$ cat src/rtl/regfile_wb_arbiter_if.sv
// Write-back bus bundle: ALU/MEM completion handshakes, register-unit write port,
// issue-stage hazard query and the pending-write vector.
interface regfile_wb_arbiter_if #(
  parameter int unsigned XLEN = 32,
  parameter int unsigned NREG = 32
);
  localparam int unsigned RW = $clog2(NREG);

  logic            alu_valid;
  logic [RW-1:0]   alu_rd;
  logic [XLEN-1:0] alu_data;
  logic            alu_ready;

  logic            mem_valid;
  logic [RW-1:0]   mem_rd;
  logic [XLEN-1:0] mem_data;
  logic            mem_ready;

  logic            ru_wr;
  logic [RW-1:0]   ru_rd;
  logic [XLEN-1:0] ru_data;

  logic            iss_valid;
  logic [RW-1:0]   iss_rs1;
  logic [RW-1:0]   iss_rs2;
  logic [RW-1:0]   iss_rd;
  logic            iss_stall;

  logic [NREG-1:0] busy;

  // Arbiter side
  modport slave (
    input  alu_valid, alu_rd, alu_data,
    output alu_ready,
    input  mem_valid, mem_rd, mem_data,
    output mem_ready,
    output ru_wr, ru_rd, ru_data,
    input  iss_valid, iss_rs1, iss_rs2, iss_rd,
    output iss_stall,
    output busy
  );

  // Pipeline / register-unit side
  modport master (
    output alu_valid, alu_rd, alu_data,
    input  alu_ready,
    output mem_valid, mem_rd, mem_data,
    input  mem_ready,
    input  ru_wr, ru_rd, ru_data,
    output iss_valid, iss_rs1, iss_rs2, iss_rd,
    input  iss_stall,
    input  busy
  );
endinterface

$ cat src/rtl/regfile_wb_arbiter.sv
// Write-back arbiter and RAW/WAW scoreboard for the register unit's single write port.
// WB_RR_EN: round-robin on contention; otherwise MEM has fixed priority over ALU.
module regfile_wb_arbiter #(
  parameter int unsigned XLEN = 32,
  parameter int unsigned NREG = 32
) (
  input  logic                  clk,
  input  logic                  rst,
  regfile_wb_arbiter_if.slave   bus
);
  localparam int unsigned RW = $clog2(NREG);

  logic            grant_alu_c;
  logic            grant_mem_c;
  logic            grant_c;
  logic [RW-1:0]   wr_rd_c;
  logic [XLEN-1:0] wr_data_c;

  logic            ru_wr_q;
  logic [RW-1:0]   ru_rd_q;
  logic [XLEN-1:0] ru_data_q;

  logic [NREG-1:0] busy_q;
  logic [NREG-1:0] busy_d;
  logic [NREG-1:0] set_c;
  logic [NREG-1:0] clr_c;
  logic            stall_c;

`ifdef WB_RR_EN
  logic mem_first_q;

  // Pointer only moves on contested grants
  always_ff @(posedge clk) begin
    if (rst) begin
      mem_first_q <= 1'b0;
    end else if (bus.alu_valid && bus.mem_valid) begin
      mem_first_q <= !mem_first_q;
    end
  end

  always_comb begin
    grant_mem_c = bus.mem_valid && (!bus.alu_valid || mem_first_q);
  end
`else
  always_comb begin
    grant_mem_c = bus.mem_valid;
  end
`endif

  always_comb begin
    grant_alu_c = bus.alu_valid && !grant_mem_c;
    grant_c     = grant_alu_c || grant_mem_c;
    wr_rd_c     = grant_mem_c ? bus.mem_rd   : bus.alu_rd;
    wr_data_c   = grant_mem_c ? bus.mem_data : bus.alu_data;
  end

  // Hazard check uses registered busy only, so a same-cycle accept still stalls
  always_comb begin
    stall_c = bus.iss_valid &&
              (busy_q[bus.iss_rs1] || busy_q[bus.iss_rs2] || busy_q[bus.iss_rd]);
    set_c   = '0;
    clr_c   = '0;
    if (bus.iss_valid && !stall_c && (bus.iss_rd != '0)) begin
      set_c = NREG'(1) << bus.iss_rd;
    end
    if (grant_c) begin
      clr_c = NREG'(1) << wr_rd_c;
    end
    busy_d = ((busy_q & ~clr_c) | set_c) & ~NREG'(1);
  end

  always_ff @(posedge clk) begin
    if (rst) begin
      ru_wr_q   <= 1'b0;
      ru_rd_q   <= '0;
      ru_data_q <= '0;
      busy_q    <= '0;
    end else begin
      ru_wr_q <= grant_c && (wr_rd_c != '0);
      if (grant_c) begin
        ru_rd_q   <= wr_rd_c;
        ru_data_q <= wr_data_c;
      end
      busy_q <= busy_d;
    end
  end

  assign bus.alu_ready = grant_alu_c;
  assign bus.mem_ready = grant_mem_c;
  assign bus.ru_wr     = ru_wr_q;
  assign bus.ru_rd     = ru_rd_q;
  assign bus.ru_data   = ru_data_q;
  assign bus.iss_stall = stall_c;
  assign bus.busy      = busy_q;
endmodule
$ cat src/flat_wrapper.sv
// flat-port wrapper written by rule: the top's interface ports become plain ports
module regfile_wb_arbiter_flat 
#(
  parameter int unsigned XLEN = 32,
  parameter int unsigned NREG = 32
)
  (clk, rst, bus_alu_valid, bus_alu_rd, bus_alu_data, bus_alu_ready, bus_mem_valid, bus_mem_rd, bus_mem_data, bus_mem_ready, bus_ru_wr, bus_ru_rd, bus_ru_data, bus_iss_valid, bus_iss_rs1, bus_iss_rs2, bus_iss_rd, bus_iss_stall, bus_busy);
  regfile_wb_arbiter_if #(.XLEN(XLEN), .NREG(NREG)) bus_i ();
  input  logic clk;
  input  logic rst;
  input wire logic [$bits(bus_i.alu_valid)-1:0] bus_alu_valid;
  input wire logic [$bits(bus_i.alu_rd)-1:0] bus_alu_rd;
  input wire logic [$bits(bus_i.alu_data)-1:0] bus_alu_data;
  output wire logic [$bits(bus_i.alu_ready)-1:0] bus_alu_ready;
  input wire logic [$bits(bus_i.mem_valid)-1:0] bus_mem_valid;
  input wire logic [$bits(bus_i.mem_rd)-1:0] bus_mem_rd;
  input wire logic [$bits(bus_i.mem_data)-1:0] bus_mem_data;
  output wire logic [$bits(bus_i.mem_ready)-1:0] bus_mem_ready;
  output wire logic [$bits(bus_i.ru_wr)-1:0] bus_ru_wr;
  output wire logic [$bits(bus_i.ru_rd)-1:0] bus_ru_rd;
  output wire logic [$bits(bus_i.ru_data)-1:0] bus_ru_data;
  input wire logic [$bits(bus_i.iss_valid)-1:0] bus_iss_valid;
  input wire logic [$bits(bus_i.iss_rs1)-1:0] bus_iss_rs1;
  input wire logic [$bits(bus_i.iss_rs2)-1:0] bus_iss_rs2;
  input wire logic [$bits(bus_i.iss_rd)-1:0] bus_iss_rd;
  output wire logic [$bits(bus_i.iss_stall)-1:0] bus_iss_stall;
  output wire logic [$bits(bus_i.busy)-1:0] bus_busy;
  assign bus_i.alu_valid = bus_alu_valid;
  assign bus_i.alu_rd = bus_alu_rd;
  assign bus_i.alu_data = bus_alu_data;
  assign bus_alu_ready = bus_i.alu_ready;
  assign bus_i.mem_valid = bus_mem_valid;
  assign bus_i.mem_rd = bus_mem_rd;
  assign bus_i.mem_data = bus_mem_data;
  assign bus_mem_ready = bus_i.mem_ready;
  assign bus_ru_wr = bus_i.ru_wr;
  assign bus_ru_rd = bus_i.ru_rd;
  assign bus_ru_data = bus_i.ru_data;
  assign bus_i.iss_valid = bus_iss_valid;
  assign bus_i.iss_rs1 = bus_iss_rs1;
  assign bus_i.iss_rs2 = bus_iss_rs2;
  assign bus_i.iss_rd = bus_iss_rd;
  assign bus_iss_stall = bus_i.iss_stall;
  assign bus_busy = bus_i.busy;
  regfile_wb_arbiter #(.XLEN(XLEN), .NREG(NREG)) u_core (.clk(clk), .rst(rst), .bus(bus_i));
endmodule
$ cat config.mk
export PLATFORM = sky130hd
export DESIGN_NAME = regfile_wb_arbiter_flat
export DESIGN_NICKNAME = d
export VERILOG_FILES = /design/src/rtl/regfile_wb_arbiter_if.sv /design/src/rtl/regfile_wb_arbiter.sv /design/src/flat_wrapper.sv
export SDC_FILE = /design/constraint.sdc
export NUM_CORES = 1
export LEC_CHECK = 0
export BUFFER_PORTS_ARGS = -buffer_cell sky130_fd_sc_hd__buf_2
export CAP_MARGIN = 20
export CORE_AREA = 5 5 70 136
export DETAILED_ROUTE_END_ITERATION = 10
export DIE_AREA = 0 0 75 141
export GPL_ROUTABILITY_DRIVEN = 1
export PLACE_DENSITY = 0.81
export SYNTH_ARGS = -nofsm -noshare
export SYNTH_HDL_FRONTEND = slang
export SYNTH_SLANG_ARGS = --single-unit
$ cat constraint.sdc
create_clock -name clk -period 7.46 [get_ports clk]
set_input_delay 1.492 -clock clk [delete_from_list [all_inputs] [get_ports clk]]
set_output_delay 1.492 -clock clk [all_outputs]
set_load 0.02 [all_outputs]
Word-level counts from Yosys, hierarchy flattened
Index checks and enable logic that the tools add are counted.

Reduce and logical (&&, ||, !) cells: 12. Bitwise logic cells: 3. Magnitude comparators: 3. Multiplexer cells: 10. Shift operators: 2.

Operators by type and width (number): $mux W32 (3); $shl A1 B5 Y32 const A (2); $and A32 B32 Y32 (1); $not A32 Y32 (1); $or A32 B32 Y32 (1); $lt A5 B6 Y1 const B (3); $bmux W1 S5 (3); $reduce_bool A5 Y1 (2); $logic_and A1 B1 Y1 (5); $mux W5 (1); $logic_or A1 B1 Y1 (3); $mux W1 (3); $logic_not A1 Y1 (2).

Bits of input ports: 94. Word-level logic and storage cells: 35. Register bits after elaboration: 70.

Logic depth before layout (Yosys ltp)
Gate-level depths: netlist of run 1.

Word-level depth: 10. Depth in mapped cells: 9. Mapped depth without buffers: 6.

Least setup slack after synthesis of run 1
No wires, ideal clock.

Kind: input -> output. From: input bus_iss_rd[0]. To: output bus_iss_stall. Data required time: 5.968 ns. Arrival time: 3.617 ns. Buffers on the path: 2. Slack: 2.351 ns. Stages on the path: 8. Cells stage by stage: clkbuf_1 -> mux4_2 -> inv_1 -> a2111oi_0 -> or4_1 -> a211o_1 -> buf_1 -> o21a_1.

Word-level cells in the longest chain between the ends: 4.

RTL lines: start: declaration (RTL line flat_wrapper.sv:25) `input wire logic [$bits(bus_i.iss_rd)-1:0] bus_iss_rd;`; $bmux W1 S5 (RTL line regfile_wb_arbiter.sv:60) `(busy_q[bus.iss_rs1] || busy_q[bus.iss_rs2] || busy_q[bus.iss_rd]);`; $mux W1 (implied by the code) (RTL line regfile_wb_arbiter.sv:60); $logic_or A1 B1 Y1 (RTL line regfile_wb_arbiter.sv:60); $logic_and A1 B1 Y1 (RTL line regfile_wb_arbiter.sv:59) `stall_c = bus.iss_valid &&`; end: declaration (RTL line flat_wrapper.sv:26) `output wire logic [$bits(bus_i.iss_stall)-1:0] bus_iss_stall;`.

Every way passes these cells. The select of a mux whose other input is x is not followed.

Worst setup path in the final report of run 1
From: input bus_iss_rd[1]. To: output bus_iss_stall.

The elaborated chain is that of the path after synthesis.

==> impl_metrics.json, run 1 <==
{
  "detailroute.via_count": 4432,
  "initialDrtViolationCount": 481,
  "buffer_ports.inserted": 165,
  "achievable-frequency_mhz": 182,
  "cp_max_fo": 32,
  "post-place-cells": 707,
  "worst-endpoint-arrival_ps": 4010,
  "finalCriticalPeriod_ps": 5500,
  "postCtsSetupBuffers": 0,
  "detail_route.wl_per_cell_microns": 19.1,
  "status": "complete, no violations",
  "mappedNetlistArea_sq_um": 4090,
  "synth_warnings": 0,
  "largest_net_degree_at_the_start_of_global_routing": 51,
  "final.setup.worst_slack_ps": 1960,
  "clock_sink_count": 69,
  "stdcell_count": 723,
  "leakagePower_nw": 2.36,
  "gr_overflow_total": 0,
  "critical_path.startpoint_type": "input port",
  "layout.cells.most_common": "sky130_fd_sc_hd__buf_2",
  "maxCapViolCount": 0,
  "power.density_nw_per_um2": 190,
  "number_of_antenna_violating_nets_in_the_routed_design": 0,
  "chipHeight_microns": 141,
  "rsz0062_at_grt": "no",
  "mostFrequentLayoutCells": "sky130_fd_sc_hd__buf_2 (165), sky130_fd_sc_hd__nor2_1 (80), sky130_fd_sc_hd__dfxtp_1 (69)",
  "clk_pin_slew_worst_paths_ps": 50,
  "final_core_utilization_pct": 61.3,
  "design.core.area_sq_um": 8470,
  "h-tree-depth": 3,
  "setup_viol_count_final": 0,
  "grt_first_pass_wirelength_mm": 21.4,
  "vdd_drop_max_mv": 0.139,
  "dieWidth_microns": 75,
  "overall_global_routing_resource_usage_pct": 26.3,
  "clk_latency_ps": 320,
  "timing.setup.critical_path_class": "input port to primary output",
  "crit_required_ps": 5970,
  "min-delay-path-class": "register to register",
  "floorplan.die_area_sq_um": 10600,
  "cell_at_the_root_of_the_clock_tree": "sky130_fd_sc_hd__clkbuf_16",
  "share_seq_of_total_power_pct": 40.0,
  "ys_seq_area_share_pct": 33.8,
  "power.combinational.fraction_pct": 18.0,
  "async_flop_share_pct": 0,
  "timing.setup.tns_ps": 0,
  "p_clk_share_pct": 42.0,
  "post-route-period-util_pct": 73.7,
  "synth_enable_flop_cells": 0,
  "initial_utilization_pct": 48.3,
  "postCtsResizedCells": 0,
  "total_power_mw": 0.986,
  "synth_top_flop_cell": "sky130_fd_sc_hd__dfxtp_1",
  "detailedPlacementHpwl_mm": 10.2,
  "detail_route.drc_violations": 0,
  "area.growth.synth_to_final_pct": 26.8,
  "fraction_of_power_spent_switching_nets_pct": 27.3,
  "insertedDiodeCount": 0,
  "worstMarginPinSlew_ps": 1070,
  "syn-num-nets": 575,
  "drt-pass1-iter-count": 6,
  "post_synth.cell_area_avg_sq_um": 8.51,
  "netlist-cell-type-count": 45,
  "tritoncts.num_buffers": 9,
  "vias_per_cell": 6.13,
  "grt_pass1_vias": 4274,
  "route.final.wire_length_mm": 13.8,
  "finalHoldViolations": 0,
  "place.gp.congestion": 0.931,
  "drive_gt1_share_pct": 33.2,
  "timing.critical_path.to_type": "primary output",
  "cts_tree": "built",
  "internal_power_mw": 0.717,
  "number_of_antenna_violations_at_the_first_check_in_global_routing": 0,
  "fin_skew_ps": 6.05,
  "finalNetCount": 712,
  "final_slew_viol_count": 0,
  "cts_max_path_buffers": 2,
  "placement_rows": 48,
  "postSynthRegisterBits": 69,
  "slew-limit-headroom_pct": 26.9,
  "p_switching_mw": 0.269,
  "top_level_ports": 167,
  "placement.setup.worst_slack_ps": 1980,
  "synthCells": 481,
  "hold_buffers": 0
}
[through the flow]
stage          cell area (sq um)  hold slack [ps]
6_report                    5190              495
5_1_grt                     5190              520
3_3_place_gp                4900              486
2_1_floorplan               4090              570
4_1_cts                     5190              499
3_5_place_dp                4900              491
[final cells by class]
cell class / count / area [sq um]
well taps: 100 / 125
repair buffers: 169 / 856
fillers: 748 / 3280
clock inverters: 4 / 47.5
inverters: 8 / 30.0
clock buffers: 12 / 246
multi-input cells: 361 / 2500
flip-flops and latches: 69 / 1380
[power groups by stage]
| stage | Sequential [mW] | Combinational (mW) | Clock, mW |
|---|---|---|---|
| floorplan | 0.419 | 0.0952 | 0 |
| CTS | 0.394 | 0.176 | 0.422 |
| global route | 0.396 | 0.194 | 0.441 |
| finish | 0.395 | 0.177 | 0.414 |
| global placement | 0.402 | 0.173 | 0 |
| detailed placement | 0.402 | 0.176 | 0 |
[cells by family (layout without fill, tap and decap cells)]
kind of cell           count (synthesis)  in the layout  share of synthesized area [%]
and+or+nand+nor                      169            169                           18.2
AOI/OAI and AO/OA                    126            126                           21.6
DFF                                   69             69                           33.8
muxes                                 65             65                           21.2
buffers and inverters                 51            193                           5.17
other                                  1              1                         0.0916
[registers in the layout (all words and copies together), names as in the netlist]
register	cells
u_core.bus.ru_data	32
u_core.bus.ru_wr	1
u_core.bus.busy	31
u_core.bus.ru_rd	5
[critical path, stage by stage]
cell and delay, ps:
sky130_fd_sc_hd__buf_2 380, sky130_fd_sc_hd__mux2_2 380, sky130_fd_sc_hd__a221oi_1 280, sky130_fd_sc_hd__a2111oi_0 110, sky130_fd_sc_hd__or4_1 510, sky130_fd_sc_hd__a211o_1 240, sky130_fd_sc_hd__buf_4 240, sky130_fd_sc_hd__o21a_1 200
sky130_fd_sc_hd__buf_2 150
[synth_stat cells, types with 3 or more instances]
cell type | number | area share [%]
sky130_fd_sc_hd__nand2b_1 | 6 | 0.92
sky130_fd_sc_hd__mux2i_1 | 45 | 11
sky130_fd_sc_hd__inv_1 | 8 | 0.73
sky130_fd_sc_hd__buf_1 | 10 | 0.92
sky130_fd_sc_hd__o211ai_1 | 17 | 3.1
sky130_fd_sc_hd__a21oi_1 | 37 | 4.5
sky130_fd_sc_hd__o311ai_0 | 11 | 2.4
sky130_fd_sc_hd__a311oi_1 | 3 | 0.64
sky130_fd_sc_hd__dfxtp_1 | 69 | 34
sky130_fd_sc_hd__a211oi_1 | 4 | 0.73
sky130_fd_sc_hd__nand4_1 | 4 | 0.61
sky130_fd_sc_hd__nand2_1 | 39 | 3.6
sky130_fd_sc_hd__o41ai_1 | 7 | 1.5
sky130_fd_sc_hd__nor2_1 | 80 | 7.3
sky130_fd_sc_hd__mux2_2 | 3 | 0.83
sky130_fd_sc_hd__nor2b_1 | 9 | 1.4
sky130_fd_sc_hd__o31ai_1 | 24 | 4.4
sky130_fd_sc_hd__o21ai_0 | 5 | 0.61
sky130_fd_sc_hd__or2_2 | 3 | 0.46
sky130_fd_sc_hd__a2111oi_0 | 3 | 0.64
sky130_fd_sc_hd__buf_2 | 4 | 0.49
sky130_fd_sc_hd__clkbuf_1 | 26 | 2.4
sky130_fd_sc_hd__nand3_1 | 14 | 1.7
sky130_fd_sc_hd__nor3_1 | 4 | 0.49
sky130_fd_sc_hd__mux4_2 | 17 | 9.4
[per-layer routing]
layer	track usage (%)	wire (microns)
met5	0	0
met4	13.0	548
met3	4.93	1370
met2	42.2	6960
met1	32.7	4900
[path summary, 6_finish.rpt]
path / from / endpoint / slack, ps / depth (start not counted)
max: bus_iss_rd[1] / bus_iss_stall / 1960 / 9
min: u_core.bus.ru_rd[4] / u_core.bus.ru_rd[4] / 490 / 2
max reg2reg: u_core.bus.busy[1] / u_core.bus.busy[2] / 4830 / 7
min reg2reg: u_core.bus.ru_rd[4] / u_core.bus.ru_rd[4] / 490 / 2
No activity file was read; power rests on OpenSTA's default activity.
==> inputs of run 2 (changes only) <==
--- a/config.mk
+++ b/config.mk
@@ -7,11 +7,11 @@
 export LEC_CHECK = 0
 export BUFFER_PORTS_ARGS = -buffer_cell sky130_fd_sc_hd__buf_2
 export CAP_MARGIN = 20
-export CORE_AREA = 5 5 70 136
+export CORE_AREA = 5 5 75 145
 export DETAILED_ROUTE_END_ITERATION = 10
-export DIE_AREA = 0 0 75 141
+export DIE_AREA = 0 0 80 150
 export GPL_ROUTABILITY_DRIVEN = 1
-export PLACE_DENSITY = 0.81
+export PLACE_DENSITY = 0.75
 export SYNTH_ARGS = -nofsm -noshare
 export SYNTH_HDL_FRONTEND = slang
 export SYNTH_SLANG_ARGS = --single-unit
==> constraint.sdc (replaced) <==
create_clock -name clk -period 4.4 [get_ports clk]
set_input_delay 0.88 -clock clk [delete_from_list [all_inputs] [get_ports clk]]
set_output_delay 0.88 -clock clk [all_outputs]
set_load 0.02 [all_outputs]
==> impl_metrics.json, run 2 (synthesis results as in run 1) <==
{
  "power.density_nw_per_um2": 310,
  "post-route-period-util_pct": 88.5,
  "worstMarginPinSlew_ps": 1060,
  "cts_max_path_buffers": 2,
  "mostFrequentLayoutCells": "sky130_fd_sc_hd__buf_2 (165), sky130_fd_sc_hd__nor2_1 (80), sky130_fd_sc_hd__dfxtp_1 (69)",
  "final.setup.worst_slack_ps": 505,
  "initialDrtViolationCount": 290,
  "drive_gt1_share_pct": 33.8,
  "h-tree-depth": 3,
  "layout.cells.most_common": "sky130_fd_sc_hd__buf_2",
  "tritoncts.num_buffers": 9,
  "crit_required_ps": 3520,
  "detailedPlacementHpwl_mm": 12.2,
  "design.core.area_sq_um": 9700,
  "worst-endpoint-arrival_ps": 3020,
  "postCtsSetupBuffers": 0,
  "overall_global_routing_resource_usage_pct": 25.9,
  "floorplan.die_area_sq_um": 12000,
  "chipHeight_microns": 150,
  "place.gp.congestion": 1.05,
  "timing.critical_path.to_type": "primary output",
  "cts_tree": "built",
  "finalCriticalPeriod_ps": 3900,
  "placement.setup.worst_slack_ps": 496,
  "leakagePower_nw": 2.37,
  "slew-limit-headroom_pct": 28.6,
  "grt_pass1_vias": 4639,
  "detailroute.via_count": 4524,
  "insertedDiodeCount": 0,
  "grt_first_pass_wirelength_mm": 23.8,
  "finalNetCount": 716,
  "largest_net_degree_at_the_start_of_global_routing": 66,
  "placement_rows": 51,
  "vdd_drop_max_mv": 0.244,
  "final_core_utilization_pct": 54.0,
  "dieWidth_microns": 80,
  "rsz0062_at_grt": "no",
  "finalHoldWorstSlack_ps": 501,
  "top_level_ports": 167,
  "detail_route.drc_violations": 0,
  "gr_overflow_total": 0,
  "clk_pin_slew_worst_paths_ps": 50,
  "number_of_antenna_violations_at_the_first_check_in_global_routing": 0,
  "largest_register_ff_count": 32,
  "initial_utilization_pct": 42.2,
  "clock_sink_count": 69,
  "post_dp_cell_area_sq_um": 4960,
  "achievable-frequency_mhz": 257,
  "route.final.wire_length_mm": 15.3,
  "area.growth.synth_to_final_pct": 27.9,
  "setup_viol_count_final": 0,
  "fillCellCount": 965,
  "status": "complete, no violations",
  "vias_per_cell": 5.96,
  "buffer_ports.inserted": 165,
  "finalHoldViolations": 0,
  "number_of_antenna_violating_nets_in_the_routed_design": 0,
  "clk_latency_ps": 330,
  "cp_max_fo": 12,
  "timing.setup.critical_path_class": "input port to primary output",
  "timing.setup.tns_ps": 0,
  "cell_at_the_root_of_the_clock_tree": "sky130_fd_sc_hd__clkbuf_16",
  "drt-pass1-iter-count": 5,
  "detail_route.wl_per_cell_microns": 20.2,
  "min-delay-path-class": "register to register",
  "fin_skew_ps": 4.92,
  "maxCapViolCount": 0,
  "hold_buffers": 0,
  "design_area_sq_um": 5240,
  "postCtsResizedCells": 0,
  "final_slew_viol_count": 0,
  "critical_path.startpoint_type": "input port"
}
[run 2: worst paths after layout]
check / start / endpoint / slack, ps / depth (start not counted)
worst min-delay path: u_core.bus.ru_rd[0] / u_core.bus.ru_rd[0] / 500 / 2
worst min register to register: u_core.bus.ru_rd[0] / u_core.bus.ru_rd[0] / 500 / 2
worst max-delay path: bus_iss_rd[1] / bus_iss_stall / 500 / 8
worst max register to register: u_core.bus.busy[1] / u_core.bus.busy[31] / 1770 / 7
[run 2: final cells by class]
type | count | area [sq um] | area share, %
repair buffers | 173 | 886 | 16.9
clock inverters | 6 | 40.0 | 0.765
inverters | 8 | 30.0 | 0.574
clock buffers | 10 | 229 | 4.37
flip-flops and latches | 69 | 1380 | 26.4
well taps | 132 | 165 | 3.15
multi-input cells | 361 | 2500 | 47.8
[run 2: critical path: stages]
cell and delay [ps]:
sky130_fd_sc_hd__buf_2 240, sky130_fd_sc_hd__mux2_2 370, sky130_fd_sc_hd__a221oi_1 280, sky130_fd_sc_hd__a2111oi_0 120, sky130_fd_sc_hd__or4_1 540, sky130_fd_sc_hd__a211o_1 260, sky130_fd_sc_hd__o21a_1 170, sky130_fd_sc_hd__buf_2 150
[run 2: through the flow]
step	power (mW)	cells
5_1_grt	1.70	759
3_5_place_dp	0.990	742
3_3_place_gp	0.983	742
4_1_cts	1.64	758
2_1_floorplan	0.871	481
6_report	1.62	759
[run 2: layer usage]
| metal | global-route usage (%) | routed length, microns | vias up |
|---|---|---|---|
| li1 | - | - | 2069 |
| met1 | 24.3 | 4920 | 2103 |
| met2 | 46.3 | 7910 | 277 |
| met3 | 5.96 | 1200 | 75 |
| met4 | 20.6 | 1290 | 0 |
| met5 | 0 | 0 | - |
[run 2: power by group]
group / total [mW] / internal [mW] / leakage [nW] / switching (mW)
clock: 0.645 / 0.379 / 0.132 / 0.265
combinational: 0.311 / 0.115 / 1.67 / 0.196
sequential: 0.669 / 0.652 / 0.565 / 0.0178
==> inputs of run 3 (changes only) <==
--- a/config.mk
+++ b/config.mk
@@ -7,11 +7,13 @@
 export LEC_CHECK = 0
 export BUFFER_PORTS_ARGS = -buffer_cell sky130_fd_sc_hd__buf_2
 export CAP_MARGIN = 20
-export CORE_AREA = 5 5 75 145
+export CELL_PAD_IN_SITES_DETAIL_PLACEMENT = 1
+export CELL_PAD_IN_SITES_GLOBAL_PLACEMENT = 1
+export CORE_AREA = 5 5 86 168
 export DETAILED_ROUTE_END_ITERATION = 10
-export DIE_AREA = 0 0 80 150
+export DIE_AREA = 0 0 91 173
 export GPL_ROUTABILITY_DRIVEN = 1
-export PLACE_DENSITY = 0.75
+export PLACE_DENSITY_LB_ADDON = 0.1
 export SYNTH_ARGS = -nofsm -noshare
 export SYNTH_HDL_FRONTEND = slang
 export SYNTH_SLANG_ARGS = --single-unit
==> impl_metrics.json, run 3 (synthesis results as in run 1) <==
{
  "cts_max_path_buffers": 2,
  "design.core.area_sq_um": 12900,
  "postCtsSetupBuffers": 0,
  "route.final.wire_length_mm": 17.5,
  "finalCriticalPeriod_ps": 3910,
  "detailedPlacementHpwl_mm": 14.0,
  "slew-limit-headroom_pct": 29.2,
  "stdcell_count": 779,
  "chipHeight_microns": 173,
  "post-place-cells": 764,
  "clk_latency_ps": 330,
  "setup_viol_count_final": 0,
  "tritoncts.num_buffers": 9,
  "rsz0062_at_grt": "no",
  "clock_sink_count": 69,
  "h-tree-depth": 3,
  "detail_route.drc_violations": 0,
  "timing.critical_path.to_type": "primary output",
  "initial_utilization_pct": 31.7,
  "reg2reg_start": "u_core.bus.busy[1]",
  "worstMarginPinSlew_ps": 1050,
  "drt-pass1-iter-count": 4,
  "postCtsResizedCells": 0,
  "post-route-period-util_pct": 88.9,
  "mostFrequentLayoutCells": "sky130_fd_sc_hd__buf_2 (165), sky130_fd_sc_hd__nor2_1 (80), sky130_fd_sc_hd__dfxtp_1 (69)",
  "crit_required_ps": 3520,
  "grt_first_pass_wirelength_mm": 27.6,
  "critPathBufInv": 2,
  "hold_buffers": 0,
  "fraction_of_power_spent_switching_nets_pct": 29.0,
  "vias_per_cell": 5.71,
  "worst-endpoint-arrival_ps": 3030,
  "number_of_antenna_violating_nets_in_the_routed_design": 0,
  "timing.setup.tns_ps": 0,
  "buffer_ports.inserted": 165,
  "top_level_ports": 167,
  "status": "complete, no violations",
  "achievable-frequency_mhz": 256,
  "final_core_utilization_pct": 40.8,
  "critical_path.reg2reg.endpoint": "u_core.bus.busy[2]",
  "dieWidth_microns": 91,
  "grt_pass1_vias": 5062,
  "worst_hold_path.num_cells": 2,
  "p_switching_mw": 0.478,
  "power.density_nw_per_um2": 313,
  "clk_pin_slew_worst_paths_ps": 50,
  "finalNetCount": 717,
  "placement_rows": 59,
  "floorplan.die_area_sq_um": 15700,
  "detail_route.wl_per_cell_microns": 22.4,
  "fin_skew_ps": 3.04,
  "initialDrtViolationCount": 234,
  "detailroute.via_count": 4447,
  "leakagePower_nw": 2.38,
  "crit_path_cell_trace": "buf_2 -> mux2_2 -> a221oi_1 -> a2111oi_0 -> or4_1 -> a211o_1 -> o21a_1 -> buf_2",
  "area.growth.synth_to_final_pct": 28.7,
  "p_clk_share_pct": 40.2,
  "min-delay-path-class": "register to register",
  "vdd_drop_max_mv": 0.192,
  "overall_global_routing_resource_usage_pct": 22.0,
  "maxCapViolCount": 0,
  "crit_slowest_cell": "sky130_fd_sc_hd__or4_1",
  "internal_power_mw": 1.17,
  "finalHoldViolations": 0,
  "gr_overflow_total": 0,
  "layout.cells.most_common": "sky130_fd_sc_hd__buf_2",
  "cell_at_the_root_of_the_clock_tree": "sky130_fd_sc_hd__clkbuf_16",
  "power.combinational.fraction_pct": 19.2,
  "timing.hold.worst_endpoint": "u_core.bus.ru_rd[0]",
  "drive_gt1_share_pct": 33.7,
  "cp_max_fo": 10,
  "critical-path-top-delay-family": "compound AO/OA/AOI/OAI gates",
  "final_slew_viol_count": 0,
  "min-delay-start": "u_core.bus.ru_rd[0]",
  "critPathMostFrequentCell": "sky130_fd_sc_hd__buf_2",
  "finalHoldWorstSlack_ps": 501,
  "rrSetupSlack_ps": 1730,
  "timing.setup.critical_path_class": "input port to primary output",
  "share_seq_of_total_power_pct": 40.6,
  "cts_tree": "built",
  "ff2ff_path_depth": 7,
  "place.gp.congestion": 0.982,
  "worst_path_largest_cell_delay_ps": 530,
  "largest_register_ff_count": 32,
  "final.setup.worst_slack_ps": 489,
  "largest_net_degree_at_the_start_of_global_routing": 72,
  "critical_path.startpoint_type": "input port",
  "placement.setup.worst_slack_ps": 516,
  "number_of_antenna_violations_at_the_first_check_in_global_routing": 2
}
[run 3: tightest hold or removal path: stages, from the launching register on]
cell	delay [ps]
sky130_fd_sc_hd__dfxtp_1	310
sky130_fd_sc_hd__nor2_1	90
sky130_fd_sc_hd__a211oi_1	50
[run 3: power groups by stage]
stage / Sequential, mW / Combinational, mW / Clock [mW]
3_5_place_dp: 0.682 / 0.318 / 0
5_1_grt: 0.672 / 0.346 / 0.709
6_report: 0.669 / 0.316 / 0.663
3_3_place_gp: 0.682 / 0.310 / 0
4_1_cts: 0.669 / 0.320 / 0.685
2_1_floorplan: 0.710 / 0.161 / 0
[run 3: metrics by stage]
| step | instance area [sq um] | power, mW |
|---|---|---|
| after global routing | 5270 | 1.73 |
| after detailed placement | 5000 | 1.00 |
| final | 5270 | 1.65 |
| after global placement | 5000 | 0.992 |
| after CTS | 5270 | 1.67 |
| after floorplan | 4090 | 0.871 |
[run 3: layout make-up]
class,instances,area (sq um)
fillers,1588,7650
multi-input cells,361,2500
flip-flops and latches,69,1380
repair buffers,174,893
clock buffers,12,256
well taps,152,190
inverters,8,30.0
clock inverters,2,10.0
diodes,1,2.50
[run 3: how the worst max path moves through the flow]
| stage | from | endpoint | slack (ps) | cells after the start |
|---|---|---|---|---|
| 2_1_floorplan | bus_iss_rd[0] | bus_iss_stall | 520 | 8 |
| 3_3_place_gp | bus_iss_rs1[0] | bus_iss_stall | 590 | 8 |
| 3_5_place_dp | bus_iss_rd[1] | bus_iss_stall | 520 | 8 |
| 4_1_cts | bus_iss_rd[1] | bus_iss_stall | 500 | 8 |
| 5_1_grt | bus_iss_rd[1] | bus_iss_stall | 420 | 8 |
| 6_report | bus_iss_rd[1] | bus_iss_stall | 490 | 8 |
[run 3: per-layer routing]
layer	vias up	part of all wire, %	track usage, %
met5	-	0.074	0
met4	2	7.5	16.8
met3	66	6.3	5.65
met2	202	54	39.9
met1	2114	32	20.3
li1	2063	-	-
